**config.mk**
```make
export PLATFORM = sky130hd
export DESIGN_NAME = alu_nibble_sequencer_flat
export DESIGN_NICKNAME = d
export VERILOG_FILES = /design/src/rtl/alu_nibble_sequencer_if.sv /design/src/rtl/alu_nibble_sequencer.sv /design/src/flat_wrapper.sv
export SDC_FILE = /design/constraint.sdc
export NUM_CORES = 1
export LEC_CHECK = 0
export ABC_AREA = 1
export CAP_MARGIN = 20
export CORE_ASPECT_RATIO = 0.75
export CORE_UTILIZATION = 54
export DETAILED_ROUTE_END_ITERATION = 12
export PLACE_DENSITY = 0.87
export SYNTH_ARGS = -nofsm -noshare
export SYNTH_HDL_FRONTEND = slang
export SYNTH_SLANG_ARGS = --single-unit
export TNS_END_PERCENT = 1
```
**constraint.sdc**
```tcl
create_clock -name clk -period 3.4 [get_ports clk]
set_input_delay 0.68 -clock clk [delete_from_list [all_inputs] [get_ports clk]]
set_output_delay 0.68 -clock clk [all_outputs]
set_load 0.05 [all_outputs]
```
**src/rtl/alu_nibble_sequencer_if.sv**
```systemverilog
// Bundle between the nibble sequencer, its requester (operands, flags, handshake)
// and the downstream 4-bit ALU slice.
interface alu_nibble_sequencer_if #(
    parameter int NIBBLES = 4
);
    localparam int W = 4 * NIBBLES;

    logic         start;
    logic [2:0]   func;
    logic         com;
    logic         cin;
    logic [W-1:0] opa;
    logic [W-1:0] opb;

    logic [3:0]   alu_a;
    logic [3:0]   alu_b;
    logic [2:0]   alu_f;
    logic         alu_com;
    logic         alu_ci_right;
    logic         alu_ci_left;
    logic [3:0]   alu_d;
    logic         alu_co_left;
    logic         alu_co_right;
    logic         alu_equ;

    logic [W-1:0] result;
    logic         cout;
    logic         zero;
    logic         neg_zero;
    logic         equal;
    logic         busy;
    logic         done;

    // The sequencer is the slave of the requester and the master of the slice.
    modport slave (
        input  start, func, com, cin, opa, opb,
        input  alu_d, alu_co_left, alu_co_right, alu_equ,
        output alu_a, alu_b, alu_f, alu_com, alu_ci_right, alu_ci_left,
        output result, cout, zero, neg_zero, equal, busy, done
    );

    modport master (
        output start, func, com, cin, opa, opb,
        output alu_d, alu_co_left, alu_co_right, alu_equ,
        input  alu_a, alu_b, alu_f, alu_com, alu_ci_right, alu_ci_left,
        input  result, cout, zero, neg_zero, equal, busy, done
    );
endinterface

```
**src/rtl/alu_nibble_sequencer.sv**
```systemverilog
// Runs one W-bit ALU operation as NIBBLES passes through a 4-bit slice, chaining
// slice carries between passes and reporting result, carry-out and compare flags.
module alu_nibble_sequencer #(
    parameter int NIBBLES = 4
) (
    input  logic                  clk,
    input  logic                  rst,
    alu_nibble_sequencer_if.slave bus
);
    localparam int W  = 4 * NIBBLES;
    localparam int IW = $clog2(NIBBLES);

    localparam logic [2:0] F_ADD = 3'd0;
    localparam logic [2:0] F_SHR = 3'd6;
    localparam logic [2:0] F_SHL = 3'd7;

    typedef enum logic [1:0] {S_IDLE, S_RUN, S_DONE} state_t;

    state_t        state_q, state_d;
    logic [IW-1:0] idx_q, idx_d;
    logic [W-1:0]  a_q, a_d;
    logic [W-1:0]  b_q, b_d;
    logic [W-1:0]  shadow_q, shadow_d;
    logic [W-1:0]  result_q, result_d;
    logic [2:0]    func_q, func_d;
    logic          com_q, com_d;
    logic          cin_q, cin_d;
    logic          carry_q, carry_d;
    logic          equ_q, equ_d;
    logic          cout_q, cout_d;
    logic          zero_q, zero_d;
    logic          neg_zero_q, neg_zero_d;
    logic          equal_q, equal_d;

    logic [IW-1:0] slot;
    logic [IW+1:0] base;
    logic          first_pass;
    logic          chain_right;
    logic          chain_left;

    always_ff @(posedge clk) begin
        if (rst) begin
            state_q    <= S_IDLE;
            idx_q      <= '0;
            a_q        <= '0;
            b_q        <= '0;
            shadow_q   <= '0;
            result_q   <= '0;
            func_q     <= '0;
            com_q      <= 1'b0;
            cin_q      <= 1'b0;
            carry_q    <= 1'b0;
            equ_q      <= 1'b0;
            cout_q     <= 1'b0;
            zero_q     <= 1'b0;
            neg_zero_q <= 1'b0;
            equal_q    <= 1'b0;
        end else begin
            state_q    <= state_d;
            idx_q      <= idx_d;
            a_q        <= a_d;
            b_q        <= b_d;
            shadow_q   <= shadow_d;
            result_q   <= result_d;
            func_q     <= func_d;
            com_q      <= com_d;
            cin_q      <= cin_d;
            carry_q    <= carry_d;
            equ_q      <= equ_d;
            cout_q     <= cout_d;
            zero_q     <= zero_d;
            neg_zero_q <= neg_zero_d;
            equal_q    <= equal_d;
        end
    end

    // Right shifts must walk MSB-first so the carry ripples downward through the word.
    always_comb begin
        slot        = (func_q == F_SHR) ? (IW'(NIBBLES - 1) - idx_q) : idx_q;
        base        = {slot, 2'b00};
        first_pass  = (idx_q == '0);
        chain_right = (func_q == F_ADD) || (func_q == F_SHL);
        chain_left  = (func_q == F_SHR);
    end

    always_comb begin
        state_d      = state_q;
        idx_d        = idx_q;
        a_d          = a_q;
        b_d          = b_q;
        shadow_d     = shadow_q;
        result_d     = result_q;
        func_d       = func_q;
        com_d        = com_q;
        cin_d        = cin_q;
        carry_d      = carry_q;
        equ_d        = equ_q;
        cout_d       = cout_q;
        zero_d       = zero_q;
        neg_zero_d   = neg_zero_q;
        equal_d      = equal_q;
        bus.alu_a        = '0;
        bus.alu_b        = '0;
        bus.alu_f        = '0;
        bus.alu_com      = 1'b0;
        bus.alu_ci_right = 1'b0;
        bus.alu_ci_left  = 1'b0;

        case (state_q)
            S_IDLE: begin
                if (bus.start) begin
                    a_d     = bus.opa;
                    b_d     = bus.opb;
                    func_d  = bus.func;
                    com_d   = bus.com;
                    cin_d   = bus.cin;
                    carry_d = 1'b0;
                    equ_d   = 1'b1;
                    idx_d   = '0;
                    state_d = S_RUN;
                end
            end
            S_RUN: begin
                bus.alu_a   = a_q[base +: 4];
                bus.alu_b   = b_q[base +: 4];
                bus.alu_f   = func_q;
                bus.alu_com = com_q;
                if (chain_right) begin
                    bus.alu_ci_right = first_pass ? cin_q : carry_q;
                    carry_d          = bus.alu_co_left;
                end else if (chain_left) begin
                    bus.alu_ci_left  = first_pass ? cin_q : carry_q;
                    carry_d          = bus.alu_co_right;
                end else begin
                    carry_d          = 1'b0;
                end
                equ_d              = equ_q & bus.alu_equ;
                shadow_d[base +: 4] = bus.alu_d;
                if (idx_q == IW'(NIBBLES - 1)) begin
                    state_d = S_DONE;
                end else begin
                    idx_d = idx_q + IW'(1);
                end
            end
            S_DONE: begin
                result_d   = shadow_q;
                cout_d     = carry_q;
                zero_d     = (shadow_q == '0);
                neg_zero_d = &shadow_q;
                equal_d    = equ_q;
                idx_d      = '0;
                state_d    = S_IDLE;
            end
            default: begin
                state_d = S_IDLE;
            end
        endcase
    end

    assign bus.busy     = (state_q != S_IDLE);
    assign bus.done     = (state_q == S_DONE);
    assign bus.result   = result_q;
    assign bus.cout     = cout_q;
    assign bus.zero     = zero_q;
    assign bus.neg_zero = neg_zero_q;
    assign bus.equal    = equal_q;
endmodule

```
**src/flat_wrapper.sv**
```systemverilog
// flat-port wrapper written by rule: the top's interface ports become plain ports
module alu_nibble_sequencer_flat 
#(
    parameter int NIBBLES = 4
)
  (clk, rst, bus_start, bus_func, bus_com, bus_cin, bus_opa, bus_opb, bus_alu_d, bus_alu_co_left, bus_alu_co_right, bus_alu_equ, bus_alu_a, bus_alu_b, bus_alu_f, bus_alu_com, bus_alu_ci_right, bus_alu_ci_left, bus_result, bus_cout, bus_zero, bus_neg_zero, bus_equal, bus_busy, bus_done);
  alu_nibble_sequencer_if #(.NIBBLES(NIBBLES)) bus_i ();
  input  logic clk;
  input  logic rst;
  input wire logic [$bits(bus_i.start)-1:0] bus_start;
  input wire logic [$bits(bus_i.func)-1:0] bus_func;
  input wire logic [$bits(bus_i.com)-1:0] bus_com;
  input wire logic [$bits(bus_i.cin)-1:0] bus_cin;
  input wire logic [$bits(bus_i.opa)-1:0] bus_opa;
  input wire logic [$bits(bus_i.opb)-1:0] bus_opb;
  input wire logic [$bits(bus_i.alu_d)-1:0] bus_alu_d;
  input wire logic [$bits(bus_i.alu_co_left)-1:0] bus_alu_co_left;
  input wire logic [$bits(bus_i.alu_co_right)-1:0] bus_alu_co_right;
  input wire logic [$bits(bus_i.alu_equ)-1:0] bus_alu_equ;
  output wire logic [$bits(bus_i.alu_a)-1:0] bus_alu_a;
  output wire logic [$bits(bus_i.alu_b)-1:0] bus_alu_b;
  output wire logic [$bits(bus_i.alu_f)-1:0] bus_alu_f;
  output wire logic [$bits(bus_i.alu_com)-1:0] bus_alu_com;
  output wire logic [$bits(bus_i.alu_ci_right)-1:0] bus_alu_ci_right;
  output wire logic [$bits(bus_i.alu_ci_left)-1:0] bus_alu_ci_left;
  output wire logic [$bits(bus_i.result)-1:0] bus_result;
  output wire logic [$bits(bus_i.cout)-1:0] bus_cout;
  output wire logic [$bits(bus_i.zero)-1:0] bus_zero;
  output wire logic [$bits(bus_i.neg_zero)-1:0] bus_neg_zero;
  output wire logic [$bits(bus_i.equal)-1:0] bus_equal;
  output wire logic [$bits(bus_i.busy)-1:0] bus_busy;
  output wire logic [$bits(bus_i.done)-1:0] bus_done;
  assign bus_i.start = bus_start;
  assign bus_i.func = bus_func;
  assign bus_i.com = bus_com;
  assign bus_i.cin = bus_cin;
  assign bus_i.opa = bus_opa;
  assign bus_i.opb = bus_opb;
  assign bus_i.alu_d = bus_alu_d;
  assign bus_i.alu_co_left = bus_alu_co_left;
  assign bus_i.alu_co_right = bus_alu_co_right;
  assign bus_i.alu_equ = bus_alu_equ;
  assign bus_alu_a = bus_i.alu_a;
  assign bus_alu_b = bus_i.alu_b;
  assign bus_alu_f = bus_i.alu_f;
  assign bus_alu_com = bus_i.alu_com;
  assign bus_alu_ci_right = bus_i.alu_ci_right;
  assign bus_alu_ci_left = bus_i.alu_ci_left;
  assign bus_result = bus_i.result;
  assign bus_cout = bus_i.cout;
  assign bus_zero = bus_i.zero;
  assign bus_neg_zero = bus_i.neg_zero;
  assign bus_equal = bus_i.equal;
  assign bus_busy = bus_i.busy;
  assign bus_done = bus_i.done;
  alu_nibble_sequencer #(.NIBBLES(NIBBLES)) u_core (.clk(clk), .rst(rst), .bus(bus_i));
endmodule
```
[Word level (Yosys, flattened, before mapping)]
Index checks and enable logic that the tools add are counted.
Word-level totals
  register bits after elaboration: 79
  bits of input ports: 47
  logic and storage cells: 68
Operators by class
  add/sub/neg operators: 3
  equality and inequality tests: 8
  shift operators: 4
  mux-type cells: 24
  bitwise logic cells: 1
  reductions and logical operators: 13
Operator list (number)
  16-bit by 5-bit variable part select with 4-bit output: 2
  16-bit bitwise mux: 1
  16-bit zero test: 1
  16-bit AND reduction: 1
  4-bit by 6-bit variable shift with 16-bit output (first input constant): 1
  4-bit by 6-bit variable part select with 16-bit output: 1
  1-bit two-way mux: 11
  2-bit two-way mux: 5
  4-bit two-way mux: 2
  3-bit equality test (second input constant): 2
  4-bit negation with 6-bit output: 1
  2-bit one-hot mux with 3 select lines: 1
  2-bit AND reduction: 3
  2-bit equality test (second input constant): 2
  2-bit zero test: 2
  2-bit != test (second input constant): 2
  1-bit one-hot mux with 2 select lines: 2
  2-bit one-hot mux with 2 select lines: 1
  2-bit nonzero test: 2
  3-bit zero test: 1
  3-bit two-way mux: 1
  3-bit AND reduction: 1
  3-bit nonzero test: 1
  2-bit by 1-bit adder with 2-bit output (second input constant): 1
  5 further kinds: 5

[Longest topological paths before layout]
Gate-level depths: netlist of run 1.
  word-level depth: 5
  mapped depth: 8
  depth with buffers taken out: 8

[Worst setup path before layout of run 1]
Ideal clock, no wire load.
  path kind: flip-flop to output port
  start: register u_core.func_q[2]
  end: output bus_alu_b[1]
  arrival: 1837 ps
  data required time: 2720 ps
  setup slack: 883 ps
  stages on the path, launching flop included: 8
  path buffers: 1
  cell sequence: dfxtp_1 nand3_4 nand2_4 nand2_4 buf_6 nand2_1 nand3_1 a21oi_1
On the way
  cells in the longest elaborated chain, start to end: 4
Ends and longest elaborated chain
  start: declaration: RTL line alu_nibble_sequencer.sv:25  | logic [2:0] func_q, func_d;
  start signal: assignment: RTL line alu_nibble_sequencer.sv:65  | func_q <= func_d;
  3-bit equality test: RTL line alu_nibble_sequencer.sv:79  | slot = (func_q == F_SHR) ? (IW'(NIBBLES - 1) - idx_q) : idx_q;
  2-bit two-way mux: RTL line alu_nibble_sequencer.sv:79
  16-bit by 5-bit variable part select with 4-bit output: RTL line alu_nibble_sequencer.sv:125  | bus.alu_b = b_q[base +: 4];
  4-bit two-way mux: RTL line alu_nibble_sequencer.sv:109  | case (state_q)
  end: declaration: RTL line flat_wrapper.sv:21  | output wire logic [$bits(bus_i.alu_b)-1:0] bus_alu_b;
No other way between the ends.

[Worst setup path in the final report of run 1]
  start: register u_core.func_q[2]
  end: output bus_alu_a[0]
On the way
  cells in the longest elaborated chain, start to end: 4
Ends and longest elaborated chain
  3-bit equality test: RTL line alu_nibble_sequencer.sv:79
  2-bit two-way mux: RTL line alu_nibble_sequencer.sv:79
  16-bit by 5-bit variable part select with 4-bit output: RTL line alu_nibble_sequencer.sv:124  | bus.alu_a = a_q[base +: 4];
  4-bit two-way mux: RTL line alu_nibble_sequencer.sv:109
  end: declaration: RTL line flat_wrapper.sv:20  | output wire logic [$bits(bus_i.alu_a)-1:0] bus_alu_a;
No other way between the ends.

==> results of run 1 <==
## cell usage in the layout (no fill, tap or decap), drive strengths merged, types with 12 or more instances in the layout
cell             n
nor2           102
clkdlybuf4s50   82
nand2           80
dfxtp           79
o21ai           58
inv             46
nand3           44
a21oi           43
nand4           14
clkbuf          12
## critical path: cells and delay by family (launching register included)
| family | cells | cell delay, ns |
|---|---|---|
| simple gates | 5 | 0.70 |
| flops | 1 | 0.49 |
| buf+inv | 1 | 0.83 |
| compound gates | 1 | 0.18 |
## layer usage
layer	part of all wire [%]	GRT usage, %
met5	0	0
met4	0.92	6.70
met3	9.5	6.98
met2	43	42.9
met1	47	42.8
## sequential cells by signal, summed over array words and instances, names as in the netlist, 2 cells and up
name               count
u_core.state_q         2
u_core.idx_q           2
u_core.a_q            16
u_core.shadow_q       16
u_core.bus.result     16
u_core.func_q          3
u_core.b_q            16
## per-stage QoR
stage          util, %  setup WS [ns]
6_report          73.0          0.152
5_1_grt           73.0         0.0112
4_1_cts           73.0          0.171
3_5_place_dp      69.9          0.538
3_3_place_gp      69.9          0.663
2_1_floorplan        -          0.883
## final timing paths
check | from | endpoint | slack, ns | cells past startpoint
hold reg to reg | u_core.com_q | u_core.com_q | 0.45 | 2
setup / recovery | u_core.func_q[2] | bus_alu_a[0] | 0.15 | 7
hold / removal | u_core.com_q | u_core.com_q | 0.45 | 2
setup reg to reg | u_core.state_q[0] | u_core.func_q[2] | 1.49 | 6
## where the power goes
part           internal (W)  switching (W)  leakage, nW
registers          0.000979      0.0000376        0.647
logic              0.000151       0.000260         1.13
clock network      0.000375       0.000320       0.0985
total               0.00151       0.000618         1.88
## cell type report
cell class                      count  area, um^2  share of cell area [%]
Inverter                           46         173                    3.71
Sequential cell                    79        1580                    34.0
Clock buffer                       12         155                    3.33
Tap cell                           81         101                    2.18
Multi-Input combinational cell    352        1750                    37.6
Clock inverter                      3        42.5                   0.913
Timing Repair Buffer               85         856                    18.4
## cell families after synthesis
kind of cell    Yosys count  share of synthesized area, %
fa+ha+maj                 2                         0.692
flops                    79                          43.7
simple gates            245                          32.9
compound gates          105                          14.8
buf+inv                  70                          7.89
==> metrics.md, run 1 <==
| Metric | Value |
|---|---|
| Cell area after layout | `0.00466 mm^2` |
| Slew Limit Fails | `0` |
| Largest net degree at the start of global routing | `60` |
| CP endpoint kind | `output pin` |
| Final setup viols | `0` |
| Relative slew margins | `40.5%` |
| HP Class | `register to register` |
| Post-synthesis sequential area ratio | `43.7%` |
| Worst path slowest cell | `clkdlybuf4s50_1` |
| Drc violations | `0` |
| Top-area cell type share of the netlist area | `between 40% and 50%` |
| Placed Instances | `between 600 and 700` |
| Chip Height | `72.9 um` |
| Final setup TNS | `0 ns` |
| EDFF count, synth | `0` |
| Avg WL per Cell | `14.6 um` |
| DR vias/cell | `around 5.4` |
| Cell row count | `25` |
| ANT cells | `0` |
| Critical-path cell list | `nand3_4 > nand2_4 > nand2_4 > nand2_1 > nand3_1 > a21oi_1 > clkdlybuf4s50_1` |
| Design Power | `between 0.002 and 0.0025 W` |
| FF+latch count, synth | `79` |
| Period utilization | `about 96%` |
| Antenna violations before repair | `0` |
| MaxCap Viol Count | `0` |
| Crit path kind | `register to output pin` |
| I/O pin total | `83` |
| Final #Nets | `622` |
| Initial Util | `56.7%` |
| Most frequent cell after synthesis | `nor2_1` |
| Post-CTS setup buffer count | `0` |
| Die X | `96.5 um` |
| Placement Cell Area | `0.00446 mm^2` |
| Largest stage delay, worst path | `0.83 ns` |
| Ys async rst share | `0%` |
| Total gr overflow | `0` |
| Final Hold Vio Count | `0` |
| Finished Layout Cells | `658` |
| Vias in the first global route | `3182` |
| Synth cell count leaders | `nor2_1, dfxtp_1, nand2_1` |
| Maximum vdd ir drop | `0.281 mV` |
| TritonCTS clock tree | `yes` |
| Hold_buf cts | `0` |
| Post-CTS sizing | `0` |
| DR iter-0 viols | `287` |
| Die Area | `0.00703 mm^2` |
| Crit-path max FO | `18` |
| FILL cells | `between 500 and 600` |
| Antenna Nets Post-Route | `0` |
| Bufs on Longest Clock Path | `2` |
| P&R area growth vs syn | `28.8%` |
| Clock root cell | `clkbuf_8` |
| Worst-path clk slew | `0.08 ns` |
| GPL Wtd Cong | `0.880` |
| Max Clock Skew | `0.00899 ns` |
| Share of cells above drive strength 1 | `7.97%` |
| Synth area leaders | `dfxtp_1, nor2_1, nand2_1` |
| First-pass GRT wire length | `15600 um` |
| Post-Syn Area | `between 0.003 and 0.004 mm^2` |
| WHS | `0.452 ns` |
| Syn_nets | `550` |
| RSZ-0062 raised after global routing | `no` |
| First-pass DRT Iterations | `5` |
| H-tree levels | `3` |
| Yosys warns | `0` |
| Clk_lat worst skew | `0.34 ns` |
| Leading area contributor after synthesis | `dfxtp_1` |
| Critical Path RT | `around 2.7 ns` |
| Leak pwr | `1.88 nW` |
| Slew at the pin with the worst max-slew slack | `0.893 ns` |
| Num CTS Buffers | `9` |
| Fmax | `308 MHz` |
| Clock sink count | `79` |
| Mapped Cells | `501` |
| Synth cell types | `27` |
| Worst path arrival time | `~2.6 ns` |
| Gr usage total | `between 20% and 30%` |
| Status | `finished, final reports clean` |
| Fin crit period | `3.25 ns` |
| WL final | `9630 um` |
| Core area | `approximately 0.0064 mm^2` |
| Buffers on Ports | `82` |
| Via count | `roughly 3.6k` |
| Cell mode on critical path | `nand2_4` |
| Average size of a mapped cell | `7.22 um^2` |
| Most used DFF post-synth | `dfxtp_1` |
| Placed wire-length estimate | `6920 um` |
| Critical Path Source Type | `register` |
| P per Cell Area | `456 mW/mm^2` |
No activity file was read; power rests on OpenSTA's default activity.
==> run 2: changes to the inputs <==
- CAP_MARGIN: 20 -> default
==> results of run 2 <==
The final DEF is identical to that of run 1; final timing and power are the same.
